--- src/rtl/ntt_stage_sched.sv ---
// Stage scheduler for an in-place NTT: issues N/2 butterfly reads per stage and
// replays each read as a writeback after the selected delay-line latency.
module ntt_stage_sched #(
  parameter int LOGN = 8
) (
  input  logic            clk,
  input  logic            reset,
  input  logic            start,
  input  logic [2:0]      cfg_lat,
  output logic [2:0]      sel,
  output logic            rd_en,
  output logic [LOGN-2:0] rd_addr,
  output logic            wr_en,
  output logic [LOGN-2:0] wr_addr,
  output logic [3:0]      stage,
  output logic            busy,
  output logic            done,
  output logic [1:0]      dbg_state
);

  // Handshake: none. start is a one-cycle request honoured only while busy=0;
  // rd_en/wr_en are qualifying strobes with no back-pressure.

  localparam logic [1:0] S_IDLE  = 2'd0;
  localparam logic [1:0] S_RUN   = 2'd1;
  localparam logic [1:0] S_DRAIN = 2'd2;
  localparam logic [1:0] S_DONE  = 2'd3;

  localparam int             AW         = LOGN - 1;
  localparam int             DEPTH      = 12;
  localparam logic [AW-1:0]  LAST_IDX   = '1;
  localparam logic [3:0]     LAST_STAGE = 4'(LOGN - 1);
  localparam logic [2:0]     SEL_MAX    = 3'd5;
  localparam logic [3:0]     TAP_BASE   = 4'd6;

  logic [1:0]                 state_q, state_d;
  logic [2:0]                 sel_q, sel_d;
  logic [AW-1:0]              rd_addr_q, rd_addr_d;
  logic [3:0]                 stage_q, stage_d;
  logic [DEPTH-1:0]           pipe_vld_q, pipe_vld_d;
  logic [DEPTH-1:0][AW-1:0]   pipe_addr_q, pipe_addr_d;
  logic [AW-1:0]              wr_hold_q, wr_hold_d;

  logic [3:0]                 tap_idx;
  logic                       tap_vld;
  logic [AW-1:0]              tap_addr;

  // Pipe entry k holds the read issued k+1 cycles ago, so entry 6+sel lines up
  // with cycle t + 7 + sel.
  always_comb begin
    tap_idx  = TAP_BASE + {1'b0, sel_q};
    tap_vld  = pipe_vld_q[tap_idx];
    tap_addr = pipe_addr_q[tap_idx];
  end

  always_comb begin
    rd_en     = (state_q == S_RUN);
    rd_addr   = rd_addr_q;
    wr_en     = tap_vld;
    wr_addr   = tap_vld ? tap_addr : wr_hold_q;
    sel       = sel_q;
    stage     = stage_q;
    busy      = (state_q != S_IDLE);
    done      = (state_q == S_DONE);
    dbg_state = state_q;
  end

  always_comb begin
    pipe_vld_d  = {pipe_vld_q[DEPTH-2:0], rd_en};
    pipe_addr_d = {pipe_addr_q[DEPTH-2:0], rd_addr_q};
    wr_hold_d   = wr_addr;
  end

  always_comb begin
    state_d   = state_q;
    sel_d     = sel_q;
    rd_addr_d = rd_addr_q;
    stage_d   = stage_q;
    case (state_q)
      S_IDLE: begin
        if (start) begin
          sel_d     = (cfg_lat > SEL_MAX) ? SEL_MAX : cfg_lat;
          rd_addr_d = '0;
          stage_d   = '0;
          state_d   = S_RUN;
        end
      end
      S_RUN: begin
        if (rd_addr_q == LAST_IDX) begin
          state_d = S_DRAIN;
        end else begin
          rd_addr_d = rd_addr_q + 1'b1;
        end
      end
      S_DRAIN: begin
        // The stage's last writeback retires this cycle; only then may the next stage read.
        if (tap_vld && (tap_addr == LAST_IDX)) begin
          if (stage_q == LAST_STAGE) begin
            state_d = S_DONE;
          end else begin
            state_d   = S_RUN;
            stage_d   = stage_q + 4'd1;
            rd_addr_d = '0;
          end
        end
      end
      default: begin
        state_d = S_IDLE;
      end
    endcase
  end

  always_ff @(posedge clk or negedge reset) begin
    if (!reset) begin
      state_q     <= S_IDLE;
      sel_q       <= '0;
      rd_addr_q   <= '0;
      stage_q     <= '0;
      pipe_vld_q  <= '0;
      pipe_addr_q <= '0;
      wr_hold_q   <= '0;
    end else begin
      state_q     <= state_d;
      sel_q       <= sel_d;
      rd_addr_q   <= rd_addr_d;
      stage_q     <= stage_d;
      pipe_vld_q  <= pipe_vld_d;
      pipe_addr_q <= pipe_addr_d;
      wr_hold_q   <= wr_hold_d;
    end
  end

endmodule
--- config.mk ---
export PLATFORM = sky130hd
export DESIGN_NAME = ntt_stage_sched
export DESIGN_NICKNAME = d
export VERILOG_FILES = /design/src/rtl/ntt_stage_sched.sv
export SDC_FILE = /design/constraint.sdc
export NUM_CORES = 1
export LEC_CHECK = 0
export ABC_CLOCK_PERIOD_IN_PS = 5350
export CORE_ASPECT_RATIO = 1.75
export CORE_MARGIN = 4
export CORE_UTILIZATION = 24
export CTS_BUF_LIST = sky130_fd_sc_hd__clkbuf_8
export DETAILED_ROUTE_END_ITERATION = 8
export HOLD_SLACK_MARGIN = 0.12
export PLACE_DENSITY = 0.35
export SLEW_MARGIN = 20
export SYNTH_ARGS = -nofsm -noshare
export SYNTH_HDL_FRONTEND = slang
export SYNTH_SLANG_ARGS = --single-unit
--- constraint.sdc ---
create_clock -name clk -period 5.35 [get_ports clk]
set_input_delay 1.07 -clock clk [delete_from_list [all_inputs] [get_ports clk]]
set_output_delay 1.07 -clock clk [all_outputs]
set_load 0.005 [all_outputs]
# ---- After elaboration in Yosys (flattened, before gate mapping)
# Index checks and enable logic that the tools add are counted.
dict set report word_totals {
  ram_bits 0
  rom_bits 0
  output_inout_bits 27
  ff_bits 119
  mem_count 0
  in_bits 6
  latchBits 0
  word_cells 63
}
dict set report classes {
  magnitude_cmp 2
  shifts 0
  addsub 3
  n_reduce_logical 9
  n_mux 20
  div 0
  eq_ne 11
  bitwise_logic 0
  multipliers 0
}
# operator n
set ops {}
lappend ops {{7-bit two-way mux} 6}
lappend ops {{7-bit binary-select mux with 4-bit select} 1}
lappend ops {{7-bit case mux with 3 select lines} 1}
lappend ops {{7-bit equality test, second input constant} 2}
lappend ops {{4-bit two-way mux} 3}
lappend ops {{2-bit two-way mux} 4}
lappend ops {{2-bit inequality test, second input constant} 4}
lappend ops {{4-bit case mux with 2 select lines} 1}
lappend ops {{7-bit by 1-bit adder with 7-bit output, second input constant} 1}
lappend ops {{2-bit case mux with 3 select lines} 1}
lappend ops {{4-bit by 5-bit less-than comparator with 1-bit output, second input constant} 1}
lappend ops {{5-bit AND reduction} 1}
lappend ops {{3-bit by 3-bit adder with 4-bit output, first input constant} 1}
lappend ops {{4-bit by 1-bit adder with 4-bit output, second input constant} 1}
lappend ops {{1-bit binary-select mux with 4-bit select} 1}
lappend ops {{2-bit equality test, second input constant} 2}
lappend ops {{4-bit by 3-bit equality test with 1-bit output, second input constant} 1}
lappend ops {{4-bit AND reduction} 1}
lappend ops {{2-bit nonzero test} 2}
lappend ops {{3-bit greater-than comparator, second input constant} 1}
lappend ops {{3-bit two-way mux} 1}
lappend ops {{3-bit AND reduction} 1}
lappend ops {{3-bit nonzero test} 1}
lappend ops {{2-bit by 1-bit equality test with 1-bit output, second input constant} 1}
lappend ops {{5 further kinds} 5}

# ---- Logic depth before layout (Yosys ltp)
dict set report logic_depth {
  word_depth 7
  ltp_mapped 15
  depth_no_buf 10
}

# ---- Worst setup path before layout
# Ideal clock, no wire load.
dict set report synth_path {
  path_kind {register -> output}
  start {register sel_q[1] (netlist: sel[1])}
  end {output wr_addr[3]}
  slack_ns 1.746
  required_time_ns 4.280
  path_buffers 5
  arrival_ns 2.534
  path_stages_with_launch 14
  path_cell_list {dfrtp_1 buf_6 buf_2 inv_1 ha_1 buf_4 buf_4 mux4_1 o22ai_1 nor2_1 a21o_1 buf_1 nor2_1 a21oi_1}
}
dict set report synth_between {
  elab_chain_cells 4
  elab_cells_between_ends 6
  classes_between {1 x add/sub; 5 x mux}
}
# element line_no
set synth_rtl {}
lappend synth_rtl {{from (decl)} 37} ;# logic [2:0] sel_q, sel_d;
lappend synth_rtl {{from (signal assigned)} 124} ;# sel_q <= sel_d;
lappend synth_rtl {{3-bit by 3-bit adder with 4-bit output} 51} ;# tap_idx = TAP_BASE + {1'b0, sel_q};
lappend synth_rtl {{1-bit binary-select mux with 4-bit select} 52} ;# tap_vld = pipe_vld_q[tap_idx];
lappend synth_rtl {{1-bit two-way mux (not written as such)} 52}
lappend synth_rtl {{named net wr_en} 13} ;# output logic wr_en,
lappend synth_rtl {{7-bit two-way mux} 60} ;# wr_addr = tap_vld ? tap_addr : wr_hold_q;
lappend synth_rtl {{to (decl)} 14} ;# output logic [LOGN-2:0] wr_addr,
# The timed path passes the listed nets, and every way through them passes these cells. The select of a mux whose other input is x is not followed.

# ---- Worst setup path in the final report
dict set report layout_path {
  start {register sel_q[2] (netlist: sel[2])}
  end {output wr_addr[5]}
}
dict set report layout_between {
  elab_chain_cells 4
  elab_cells_between_ends 6
  classes_between {1 x add/sub; 5 x mux}
}
# element line_no
set layout_rtl {}
lappend layout_rtl {{3-bit by 3-bit adder with 4-bit output *} 51}
lappend layout_rtl {{7-bit binary-select mux with 4-bit select or 1-bit binary-select mux with 4-bit select (tied branches)} {53, 52}}
lappend layout_rtl {{7-bit two-way mux (not written as such) or 1-bit two-way mux (tied branches)} {53, 52}}
lappend layout_rtl {{7-bit two-way mux *} 60}
# Every way passes the cells marked *; elsewhere a longest branch is shown, timed or not. The select of a mux whose other input is x is not followed.

==> metrics.txt <==
Total Die Area=21650 sq um; Critical Path AT=3550 ps; post-CTS resize count=0; Non-Filler Instances=611; Syn. warnings=0; Die H=191.7 um; Worst Tran Pin Value=931.3 ps; H-tree depth=4; Layout area overhead=20.88%; RSZ-0062 raised after global routing=no; hold buffers post-CTS=0; maximum fanout along the worst path=24; CP Cell Sequence=inv_1, ha_1, mux2_2, o21ai_0, nor2_1, a21o_1, nor2_1, a31oi_1, clkdlybuf4s50_1; average size of a mapped cell=14.23 sq um; routed via count=2675; # port buffers=32; final wirelength=10330 um; Slew Limit Headroom=0.3791; Switching Fraction=0.1925; total of max-cap violations=0; Initial Util=0.2468; Most common cell on crit path=nor2_1; Iteration-0 DRC Markers=112; Worst Path Required=4280 ps; Final min period=4619 ps; Initial DRT Pass Iterations=4; Post-Syn Area=4626 sq um; GP Congestion=0.7216; commonest non-fill, non-tap cell in the layout=dfrtp_1; P_sw=366.1 uW; dpl cells=580; layout cells sized above 1=0.1743; Remaining Overflow, GRT=0; row count=66; vias in the first global route=3071; VDD IR max=0.0001542 V; Synth cell types=49; die width=112.9 um; n_diodes=0; setup bufs post-CTS=0; Static Leak=0.002198 uW; total CTS buffers=17; Pint=1536 uW; P per Cell Area=340.1 nW/um^2; I/O pins=33; first-pass GRT wire length=17030 um; CP max stage cell=ha_1; Final Net Count=370; sequential area share after synthesis=0.6438; final slew viol count=0; worst hold path type=flop to flop; Final setup viols=0; clock share of power=0.514; CTS tree=done; setup TNS=0 ps; Worst setup SP type=flop; # DRC=0; maximum clock rate=0.2165 GHz; Yosys reg bits=119; hpwl dp=7113 um; Setup CP Type=flop to output port; Clock Latency Late Sink=430 ps; clk sinks=119; vias per inst=4.378; clock tree buffer depth=2; final clock period utilization by the worst path=0.8634; core area=18750 sq um; CTS root buffer=clkbuf_8; Worst-path clk slew=70 ps; Final Hold Viols=0; WL/cell=16.90 um; status=finished, final reports clean; initial antenna violation count=0; leading cell types in the layout, fill and taps excluded=dfrtp_1 (119), clkdlybuf4s50_1 (31), nor2_1 (21), nand2_1 (21), clkbuf_8 (20); Largest stage delay, worst path=890 ps; clock skew=17.09 ps; Logic pwr share=0.013; antenna viol nets, final=0; Reg power frac=0.473; Crit. End Element=output port; # fillers=1901; Cells after Synth=325; syn_nets=334; total track usage=0.1048; largest net degree at the start of global routing=53
[synth_stat cells, drive strengths merged]
cell type	instances	area, sq um
nor3	2	10.01
mux2i	9	90.09
a21oi	17	85.08
o22a	1	8.760
nand2b	5	31.28
nor2b	3	18.77
and2	1	6.260
dfrtp	119	2978
o221a	1	11.26
and4bb	1	16.27
a22oi	1	7.510
o211ai	6	58.81
nand3	9	45.04
buf	19	165.1
a21o	2	15.01
a31oi	1	6.260
o21a	1	7.510
clkbuf	2	7.510
nor4	1	6.260
nand2	21	78.83
clkinv	1	3.750
and2b	1	7.510
and3	1	6.260
o21ai	20	100.1
ha	3	37.54
a221oi	1	15.01
o22ai	3	18.77
o311ai	1	8.760
or3	5	31.28
nor2	22	85.09
a211oi	5	57.56
mux2	9	101.4
a2bb2oi	1	8.760
o2111ai	1	26.28
inv	9	33.78
mux4	17	405.4
nand3b	1	7.510
a32oi	2	17.52
[layout make-up]
cell class | instances | area, sq um | area share
Clock inverter | 11 | 202.7 | 0.03625
Inverter | 10 | 37.54 | 0.006713
Sequential cell | 119 | 2978 | 0.5326
Timing Repair Buffer | 38 | 362.8 | 0.06489
Tap cell | 238 | 297.8 | 0.05326
Multi-Input combinational cell | 175 | 1438 | 0.2571
Clock buffer | 20 | 275.3 | 0.04923
[path summary, 6_finish.rpt]
path / startpoint / end / slack [ps] / cells after the start
worst max-delay path: sel[2] / wr_addr[5] / 730 / 9
worst min-delay path: pipe_addr_d[66] / pipe_addr_d[73] / 370 / 0
worst max register to register: sel[2] / rd_addr[3] / 1860 / 10
worst min register to register: pipe_addr_d[66] / pipe_addr_d[73] / 370 / 0
max in group asynchronous: reset / pipe_addr_d[64] / 3680 / 2
min in group asynchronous: reset / pipe_addr_d[11] / 620 / 1
[through the flow]
step	setup WS, ps	hold WS (ps)	utilization	cell area [sq um]	total power [uW]
after CTS	604.6	369.9	0.2983	5592	1939
final	730.7	368.1	0.2983	5592	1902
after detailed placement	1109	356.2	0.2728	5114	942.6
after global routing	352.4	372.3	0.2983	5592	1978
after global placement	1220	351.4	0.2728	5114	942.1
after floorplan	1746	345.9	-	4626	918.4
[power by group through the flow]
stage	sequential (uW)	clock [uW]	combinational, uW
finish	900	978	24.2
global route	899	1050	29.1
CTS	899	1010	26.2
detailed placement	916	0	26.1
global placement	916	0	25.7
floorplan	917	0	1.64
[cells by family after synthesis]
logic type               Yosys count  synth area share
AO/OA/AOI/OAI                     64           0.09792
AND/OR/NAND/NOR                   73           0.07574
multiplexers                      35            0.1290
buffers and inverters             31           0.04544
adder cells (fa/ha/maj)            3          0.008116
flip-flops                       119            0.6438
[critical path: cells and delay by family (launching register included)]
family	cells	cell delay, ps
DFF	1	370
AOI/OAI and AO/OA	3	660
adders and majority gates	1	890
buffers and inverters	2	590
muxes	1	300
and+or+nand+nor	2	310
[flip-flops by register name, indices dropped and copies added, names as in the netlist]
name / flops
wr_hold_q: 7
pipe_addr_d: 77
sel: 3
pipe_addr_q: 7
rd_addr: 7
stage: 4
dbg_state: 2
pipe_vld_q: 12
[layer usage]
layer,share of wire,vias up,GRT usage
li1,-,1231,-
met1,0.42,1381,0.1217
met2,0.53,48,0.1767
met3,0.029,15,0.02711
met4,0.023,0,0.05507
met5,0,-,0
Power figures use the tool's default switching activity.
